`src/rtl/fpu_issue_sched.sv`:
```
// fpu_issue_sched: FPU issue scheduler. It uses a per-op latency table, a writeback-slot
// reservation shift register and a 64-entry busy scoreboard (32 f-regs + 32 x-regs),
// so independent FP ops can overlap while they are in flight.
// Optional build macro: FPU_SCHED_PERF_EN adds the perf_issue and perf_haz_* counters.
// Op encoding: FADD 00000, FSUB 00001, FMUL 00010, FDIV 00011, FSQRT 00100,
//   FHALF 00101, FINV 00110, FFLOOR 00111, FSGNJ 01000, FSGNJN 01001, FSGNJX 01010,
//   FCOMP 10100, FTOI 11000, ITOF 11001. Fused = funct5[4]==0 && funct3!=0.
module fpu_issue_sched #(
  parameter int unsigned MAX_LAT = 11,
  parameter int unsigned NREG    = 64
) (
  input  logic       clk,
  input  logic       rstn,
  input  logic       req_valid,
  output logic       req_ready,
  input  logic [4:0] funct5,
  input  logic [2:0] funct3,
  input  logic [2:0] rs_v,
  input  logic [5:0] rs1_idx,
  input  logic [5:0] rs2_idx,
  input  logic [5:0] rs3_idx,
  input  logic       rd_we,
  input  logic [5:0] rd_idx,
  output logic       issue_valid,
  output logic [3:0] issue_lat,
  output logic       wb_valid,
  output logic       wb_we,
  output logic [5:0] wb_rd,
  output logic       inflight
`ifdef FPU_SCHED_PERF_EN
  ,
  output logic [31:0] perf_issue,
  output logic [31:0] perf_haz_raw,
  output logic [31:0] perf_haz_waw,
  output logic [31:0] perf_haz_slot
`endif
);

  localparam int unsigned LAT_W = 4;
  localparam int unsigned IDX_W = 6;
  localparam logic [IDX_W-1:0] X0_IDX = 6'h20;

  localparam logic [4:0] OP_FADD   = 5'b00000;
  localparam logic [4:0] OP_FSUB   = 5'b00001;
  localparam logic [4:0] OP_FMUL   = 5'b00010;
  localparam logic [4:0] OP_FDIV   = 5'b00011;
  localparam logic [4:0] OP_FSQRT  = 5'b00100;
  localparam logic [4:0] OP_FHALF  = 5'b00101;
  localparam logic [4:0] OP_FINV   = 5'b00110;
  localparam logic [4:0] OP_FFLOOR = 5'b00111;
  localparam logic [4:0] OP_FTOI   = 5'b11000;
  localparam logic [4:0] OP_ITOF   = 5'b11001;

  typedef struct packed {
    logic             v;
    logic             we;
    logic [IDX_W-1:0] rd;
  } slot_t;

  slot_t             slot_q [1:MAX_LAT];
  slot_t             slot_d [1:MAX_LAT];
  logic [NREG-1:0]   busy_q;
  logic [NREG-1:0]   busy_d;
  logic [LAT_W-1:0]  lat_c;
  logic              raw_c;
  logic              waw_c;
  logic              clash_c;

  // Latency lookup for the op on the request bus
  always_comb begin
    lat_c = LAT_W'(1);
    if (!funct5[4] && (funct3 != 3'd0)) begin
      lat_c = LAT_W'(7);
    end else begin
      case (funct5)
        OP_FADD, OP_FSUB:           lat_c = LAT_W'(5);
        OP_FMUL:                    lat_c = LAT_W'(2);
        OP_FDIV:                    lat_c = LAT_W'(11);
        OP_FSQRT, OP_FINV,
        OP_FFLOOR:                  lat_c = LAT_W'(8);
        OP_FHALF, OP_FTOI:          lat_c = LAT_W'(2);
        OP_ITOF:                    lat_c = LAT_W'(4);
        default:                    lat_c = LAT_W'(1);
      endcase
    end
  end

  // Hazard detection: RAW/WAW on the scoreboard (x0 never hazards), structural on the slot
  // that will sit at position L after this cycle's shift, i.e. the one now at L+1
  always_comb begin
    raw_c   = (rs_v[0] && (rs1_idx != X0_IDX) && busy_q[rs1_idx]) ||
              (rs_v[1] && (rs2_idx != X0_IDX) && busy_q[rs2_idx]) ||
              (rs_v[2] && (rs3_idx != X0_IDX) && busy_q[rs3_idx]);
    waw_c   = rd_we && (rd_idx != X0_IDX) && busy_q[rd_idx];
    clash_c = 1'b0;
    for (int unsigned k = 1; k < MAX_LAT; k++) begin
      if (lat_c == LAT_W'(k)) clash_c = slot_q[k+1].v;
    end
  end

  assign req_ready   = req_valid && !(raw_c || waw_c || clash_c);
  assign issue_valid = req_valid && req_ready;
  assign issue_lat   = issue_valid ? lat_c : '0;

  assign wb_valid = slot_q[1].v;
  assign wb_we    = slot_q[1].we;
  assign wb_rd    = slot_q[1].rd;

  // Any reserved writeback slot
  always_comb begin
    inflight = 1'b0;
    for (int unsigned k = 1; k <= MAX_LAT; k++) begin
      inflight = inflight | slot_q[k].v;
    end
  end

  // Next slot and busy state: shift, reserve on issue, clear busy on register writeback
  always_comb begin
    for (int unsigned k = 1; k < MAX_LAT; k++) begin
      slot_d[k] = slot_q[k+1];
    end
    slot_d[MAX_LAT] = '0;
    if (issue_valid) begin
      for (int unsigned k = 1; k <= MAX_LAT; k++) begin
        if (lat_c == LAT_W'(k)) begin
          slot_d[k].v  = 1'b1;
          slot_d[k].we = rd_we;
          slot_d[k].rd = rd_idx;
        end
      end
    end
    busy_d = busy_q;
    if (slot_q[1].v && slot_q[1].we) busy_d[slot_q[1].rd] = 1'b0;
    if (issue_valid && rd_we && (rd_idx != X0_IDX)) busy_d[rd_idx] = 1'b1;
  end

  // State registers; reset drops every reservation and in-flight result
  always_ff @(posedge clk) begin
    if (!rstn) begin
      for (int unsigned k = 1; k <= MAX_LAT; k++) begin
        slot_q[k] <= '0;
      end
      busy_q <= '0;
    end else begin
      slot_q <= slot_d;
      busy_q <= busy_d;
    end
  end

`ifdef FPU_SCHED_PERF_EN
  // Issue and stall-cause counters; a stall is charged to its first cause RAW > WAW > slot
  always_ff @(posedge clk) begin
    if (!rstn) begin
      perf_issue    <= '0;
      perf_haz_raw  <= '0;
      perf_haz_waw  <= '0;
      perf_haz_slot <= '0;
    end else begin
      if (issue_valid) perf_issue <= perf_issue + 32'd1;
      if (req_valid && !req_ready) begin
        if (raw_c)        perf_haz_raw  <= perf_haz_raw + 32'd1;
        else if (waw_c)   perf_haz_waw  <= perf_haz_waw + 32'd1;
        else if (clash_c) perf_haz_slot <= perf_haz_slot + 32'd1;
      end
    end
  end
`endif

endmodule

```
`config.mk`:
```
export PLATFORM = sky130hd
export DESIGN_NAME = fpu_issue_sched
export DESIGN_NICKNAME = d
export VERILOG_FILES = /design/src/rtl/fpu_issue_sched.sv
export SDC_FILE = /design/constraint.sdc
export NUM_CORES = 1
export LEC_CHECK = 0
export CORE_AREA = 4 4 161 163
export CTS_CLUSTER_SIZE = 20
export DETAILED_ROUTE_END_ITERATION = 10
export DIE_AREA = 0 0 165 167
export MAX_ROUTING_LAYER = met4
export SLEW_MARGIN = 0
export SYNTH_ARGS = -nofsm -noshare
export SYNTH_HDL_FRONTEND = slang
export SYNTH_SLANG_ARGS = --single-unit
```
`constraint.sdc`:
```
create_clock -name clk -period 5.4 [get_ports clk]
set_clock_uncertainty 0.2 [all_clocks]
set_input_delay 1.35 -clock clk [delete_from_list [all_inputs] [get_ports clk]]
set_output_delay 1.35 -clock clk [all_outputs]
set_load 0.01 [all_outputs]
```
==> results of run 1 <==
## cell usage in the layout, fill, tap and decap left out, types with 4 or more instances in the layout
cell type,n
a21oi_1,18
a221oi_1,6
a22oi_1,5
and2_1,32
buf_12,6
buf_2,5
buf_4,106
buf_6,11
clkbuf_16,18
clkdlybuf4s50_1,33
dfxtp_1,152
dlygate4sd2_1,4
dlymetal6s2s_1,6
inv_1,19
inv_6,4
mux2_2,16
mux2i_1,65
mux4_2,43
nand2_1,140
nand3_1,64
nand3b_1,6
nand4_1,7
nor2_1,31
nor2b_1,11
nor3_1,20
nor3b_1,7
nor4_1,6
o211ai_1,17
o21ai_0,26
o22ai_1,5
o31ai_1,16
o41ai_1,21
o41ai_2,7
## registers in the layout, indices dropped and copies added (netlist names)
name and cells:
wb_rd 6, wb_valid 1, slot_q 80, busy_q 64, wb_we 1
## routing by layer
layer	part of all wire, %	GRT usage [%]	vias up
met1	44	29.0	3715
met3	8.1	5.44	56
met5	0	-	-
li1	-	-	3610
met4	2.9	7.99	0
met2	45	30.5	324
## how the worst min path moves through the flow
stage	startpoint	end	slack [ns]	cells past startpoint
floorplan	slot_q[2]	slot_q[10]	0.21	1
global placement	slot_q[36]	slot_q[44]	0.21	1
global route	slot_q[14]	slot_q[22]	0.23	1
detailed placement	slot_q[38]	slot_q[46]	0.21	1
finish	slot_q[2]	slot_q[10]	0.22	1
CTS	slot_q[14]	slot_q[22]	0.23	1
## cells by family (layout without fill, tap and decap cells)
kind of cell           after synthesis  after routing
muxes                              127            127
buffers and inverters              100            229
and+or+nand+nor                    362            362
AOI/OAI and AO/OA                  165            165
DFF                                152            152
## cell type report
class | count | share of cell area, %
clock inverters | 14 | 1.45
repair buffers | 177 | 14.8
clock buffers | 18 | 3.97
multi-input cells | 654 | 47.2
flip-flops and latches | 152 | 28.2
well taps | 324 | 3.75
inverters | 20 | 0.695
## report_power, final
group	switching (mW)	internal, mW	leakage [nW]
Clock	0.517	0.654	0.281
Combinational	0.194	0.162	2.59
Sequential	0.00962	1.13	1.23
## critical path, stage by stage
cell           delay [ns]
dlygate4sd2_1        0.29
buf_4                0.18
or4b_1               0.49
o21ai_1              0.08
a221o_1              0.15
o32ai_2              0.08
or4_4                0.51
and4_4               0.23
buf_6                0.12
nand2_8              0.08
nor2_2               0.04
buf_2                0.15
## what timing repair did
item	4_1_cts	5_1_grt
gates resized for setup	63	29
cloned	1	1
pin swaps	13	9
setup endpoints to repair	6	6
buffers inserted	5	8
hold endpoints to repair	0	0
hold buffers	0	0
==> flow_metrics.env, run 1 <==
export IMPL_antenna_found_initial=0
export IMPL_required_ns=3.85
export IMPL_synth_ff_type="dfxtp_1"
export IMPL_dp_cells=1313
export IMPL_stdcell_count=1359
export IMPL_ys_top_cells_by_area="dfxtp_1 (36%), mux4_2 (11%), mux2i_1 (7.9%)"
export IMPL_synth_cells=906
export IMPL_io_buffers=53
export IMPL_ys_types=68
export IMPL_dp_worst_setup_slack_ns=-0.765
export IMPL_path_max_fanout=6
export IMPL_cts_tree="done"
export IMPL_root_buffer="clkbuf_16"
export IMPL_crit_path_start_kind="input pin"
export IMPL_power_mw=2.67
export IMPL_async_reset_ff_share_pct=0
export IMPL_crit_type="in2out"
export IMPL_yosysSeqAreaShare_pct=36.1
export IMPL_routedWlPerCell_um=21.2
export IMPL_num_rows=57
export IMPL_initial_utilization_pct=34.7
export IMPL_timing_rr_end="slot_q[33]"
export IMPL_reg2reg_slack_ns=1.99
export IMPL_synth_seq_cells=152
export IMPL_leakagePower_nw=4.09
export IMPL_multiInputGateArea_mm2=0.00510
export IMPL_crit_end="issue_lat[0]"
export IMPL_dr_pass1_iters=5
export IMPL_clkTransAtPathRegs_ns=0.06
export IMPL_fin_util_pct=44.4
export IMPL_slew_headroom_pct=30.7
export IMPL_fillers=2325
export IMPL_clock_path_buffers=2
export IMPL_synth_yosys_warnings=0
export IMPL_htreeDepth=4
export IMPL_track_usage_pct=21.3
export IMPL_synth_xor_xnor_area_share_pct=0
export IMPL_synthesis_area_mm2=0.00844
export IMPL_die_h_um=167
export IMPL_holdWs_ns=0.222
export IMPL_synth_top_family_by_area="multiplexers"
export IMPL_clock_sinks=152
export IMPL_place_area_mm2=0.00988
export IMPL_drive_gt1_share_pct=25.8
export IMPL_drv_cap=0
export IMPL_critPathLaunch="rd_idx[1]"
export IMPL_remaining_drc_errors=0
export IMPL_ir_worst_vdd_mv=0.192
export IMPL_numCtsBuffers=17
export IMPL_core_mm2=0.0243
export IMPL_grt_max_degree=84
export IMPL_fin_nets=1061
export IMPL_yosysTopAreaCell="dfxtp_1"
export IMPL_via_per_inst=5.67
export IMPL_postRouteAntennaNets=0
export IMPL_hold_class="reg2reg"
export IMPL_vias=7705
export IMPL_synth_compound_area_share_pct=15.2
export IMPL_grt_pass1_wl_um=43700
export IMPL_grt_pass1_vias=7403
export IMPL_seq_area_mm2=0.00304
export IMPL_hold_viol=0
export IMPL_overflow=0
export IMPL_critPathArrivalTime_ns=3.75
export IMPL_fin_area_mm2=0.0108
export IMPL_max_freq_mhz=189
export IMPL_rsz0062_at_grt="false"
export IMPL_die_area_mm2=0.0276
export IMPL_layout_min_cycle_time_ns=5.30
export IMPL_synthSimpleGateAreaFrac_pct=21.4
export IMPL_tns_ns=0
export IMPL_netlist_top_cells_count="dfxtp_1 (152), nand2_1 (140), mux2i_1 (67)"
export IMPL_setup_viol=0
export IMPL_period_share_pct=98.2
export IMPL_avgSynthCellArea_um2=9.31
export IMPL_synth_edff_count=0
export IMPL_synth_fa_ha_area_share_pct=0
export IMPL_reg2reg_depth=12
export IMPL_synth_top_area_share_pct=36.1
export IMPL_worst_slack_ns=0.0956
export IMPL_status="completed"
export IMPL_synthMostInstantiatedCell="dfxtp_1"
export IMPL_place_gp_congestion=0.938
export IMPL_pin_count=54
export IMPL_power_density_mw_per_mm2=247
export IMPL_synthesis_nets=945
export IMPL_drt_total_wl_um=28800
export IMPL_r2r_start="busy_q[63]"
export IMPL_antenna_cells=0
export IMPL_die_x_um=165
export IMPL_drtIter0Drc=740
export IMPL_synth_mux_area_share_pct=21.7
export IMPL_place_hpwl_um=20800
export IMPL_insertion_delay_ns=0.43
export IMPL_drv_slew=0
export IMPL_tightestPinTransition_ns=1.03
export IMPL_cp_end_kind="primary output"
export IMPL_area_growth_pct=28.0
(Power assumes the default switching activity.)
==> run 2, diff against run 1 <==
- CTS_BUF_LIST: not set -> sky130_fd_sc_hd__clkbuf_16
- HOLD_SLACK_MARGIN: not set -> 0.06
- SETUP_SLACK_MARGIN: not set -> 0.2
==> flow_metrics.env, run 2 (same netlist as run 1, synthesis figures left out) <==
export IMPL_status="completed"
export IMPL_via_per_inst=5.69
export IMPL_stdcell_count=1372
export IMPL_die_x_um=165
export IMPL_leakagePower_nw=4.13
export IMPL_antenna_cells=0
export IMPL_htreeDepth=4
export IMPL_p_int_mw=1.95
export IMPL_critPathLaunch="rs3_idx[1]"
export IMPL_postRouteAntennaNets=0
export IMPL_required_ns=3.85
export IMPL_tightestPinTransition_ns=1.04
export IMPL_dp_cells=1313
export IMPL_min_delay_start="slot_q[2]"
export IMPL_grt_most_used_layer="met2"
export IMPL_top_register="slot_q"
export IMPL_drive_gt1_share_pct=28.5
export IMPL_io_buffers=53
export IMPL_layout_cells_most_common="dfxtp_1"
export IMPL_dr_pass1_iters=5
export IMPL_vias=7807
export IMPL_drt_total_wl_um=29000
export IMPL_grt_pass1_wl_um=44400
export IMPL_pwr_share_clk_pct=43.5
export IMPL_hold_class="reg2reg"
export IMPL_setup_viol=0
export IMPL_grt_use_met3_pct=5.91
export IMPL_period_share_pct=95.7
export IMPL_root_buffer="clkbuf_16"
export IMPL_cts_tree="done"
export IMPL_die_area_mm2=0.0276
export IMPL_grtUsageMet1_pct=28.9
export IMPL_reg2reg_slack_ns=1.99
export IMPL_crit_end="issue_lat[3]"
export IMPL_holdWs_ns=0.222
export IMPL_ir_worst_vdd_mv=0.191
export IMPL_crit_type="in2out"
export IMPL_numCtsBuffers=17
export IMPL_final_cell_mix="dfxtp_1 (152), nand2_1 (140), buf_4 (115)"
export IMPL_place_hpwl_um=20800
export IMPL_power_frac_comb_pct=14.0
export IMPL_pin_count=54
export IMPL_clkTransAtPathRegs_ns=0.06
export IMPL_place_gp_congestion=0.938
export IMPL_routedWlPerCell_um=21.2
export IMPL_cp_end_kind="primary output"
export IMPL_remaining_drc_errors=0
export IMPL_power_density_mw_per_mm2=244
export IMPL_r2r_start="busy_q[40]"
export IMPL_grt_max_degree=84
export IMPL_hold_viol=0
export IMPL_cts_hold_buffers_added=0
export IMPL_path_max_fanout=8
export IMPL_grt_pass1_vias=7579
export IMPL_drv_slew=0
export IMPL_layout_min_cycle_time_ns=5.17
export IMPL_largest_reg_flops=80
export IMPL_drtIter0Drc=759
export IMPL_power_switching_uw=724
export IMPL_area_growth_pct=30.0
export IMPL_crit_path_start_kind="input pin"
export IMPL_overflow=0
export IMPL_tns_ns=0
export IMPL_antenna_found_initial=0
export IMPL_fin_nets=1074
export IMPL_p_sw_share_pct=27.0
export IMPL_grtUsageMet2_pct=30.6
export IMPL_clock_path_buffers=2
export IMPL_slew_headroom_pct=30.1
export IMPL_critPathArrivalTime_ns=3.62
export IMPL_num_rows=57
export IMPL_max_freq_mhz=193
export IMPL_fin_util_pct=45.1
export IMPL_pwr_share_seq_pct=42.5
export IMPL_insertion_delay_ns=0.43
export IMPL_drv_cap=0
export IMPL_rsz0062_at_grt="true"
export IMPL_timing_rr_end="slot_q[72]"
export IMPL_reg2reg_depth=11
export IMPL_track_usage_pct=21.6
export IMPL_clock_sinks=152
export IMPL_core_mm2=0.0243
export IMPL_initial_utilization_pct=34.7
export IMPL_die_h_um=167
-- run 2: cell type report --
cell class                 count  area (um2)
tap                          324         405
timing repair buffer         190        1680
clock inverter                15         160
inverter                      20        75.1
sequential                   152        3040
clock buffer                  17         425
multi-input combinational    654        5180
fill                        2319       13300
-- run 2: power by group through the flow --
| stage | combinational (mW) | clock, mW | sequential (mW) |
|---|---|---|---|
| after global routing | 0.398 | 1.24 | 1.14 |
| after global placement | 0.325 | 0 | 1.16 |
| final | 0.374 | 1.17 | 1.14 |
| after CTS | 0.359 | 1.19 | 1.14 |
| after floorplan | 0.181 | 0 | 1.16 |
| after detailed placement | 0.325 | 0 | 1.16 |
-- run 2: timing repair --
item                                    CTS  global route
resized for setup                       110            40
gates cloned                              1             1
endpoints found under the setup margin    6             6
pin swaps                                20            19
buffers inserted                         19             6
-- run 2: through the flow --
stage	total power, mW	setup WS [ns]	cell area [um2]
after global placement	1.49	-0.737	9880
after global routing	2.77	0.157	11000
final	2.68	0.232	11000
after floorplan	1.34	0.227	8440
after detailed placement	1.49	-0.765	9880
after CTS	2.68	0.205	10800
-- run 2: worst min path at each step --
stage | endpoint | slack (ns) | depth (start not counted)
final | slot_q[10] | 0.22 | 1
after global routing | slot_q[22] | 0.23 | 1
after CTS | slot_q[22] | 0.22 | 1
after detailed placement | slot_q[46] | 0.21 | 1
after global placement | slot_q[44] | 0.21 | 1
after floorplan | slot_q[10] | 0.21 | 1
-- run 2: routing by layer --
layer	vias to the layer above	wire (um)	share of wire [%]
met5	-	0	0
met4	0	1050	3.6
met3	61	2400	8.2
met2	354	12900	44
met1	3755	12700	44
li1	3637	-	-
-- run 2: worst max-delay path, cell delays in order --
cell       delay (ns)
buf_8            0.07
buf_12           0.12
mux4_2           0.48
mux2_4           0.29
a2111oi_4        0.35
a2111oi_4        0.10
o211ai_2         0.12
and4_4           0.28
buf_6            0.11
nand4_4          0.08
nor2_4           0.14
buf_6            0.12
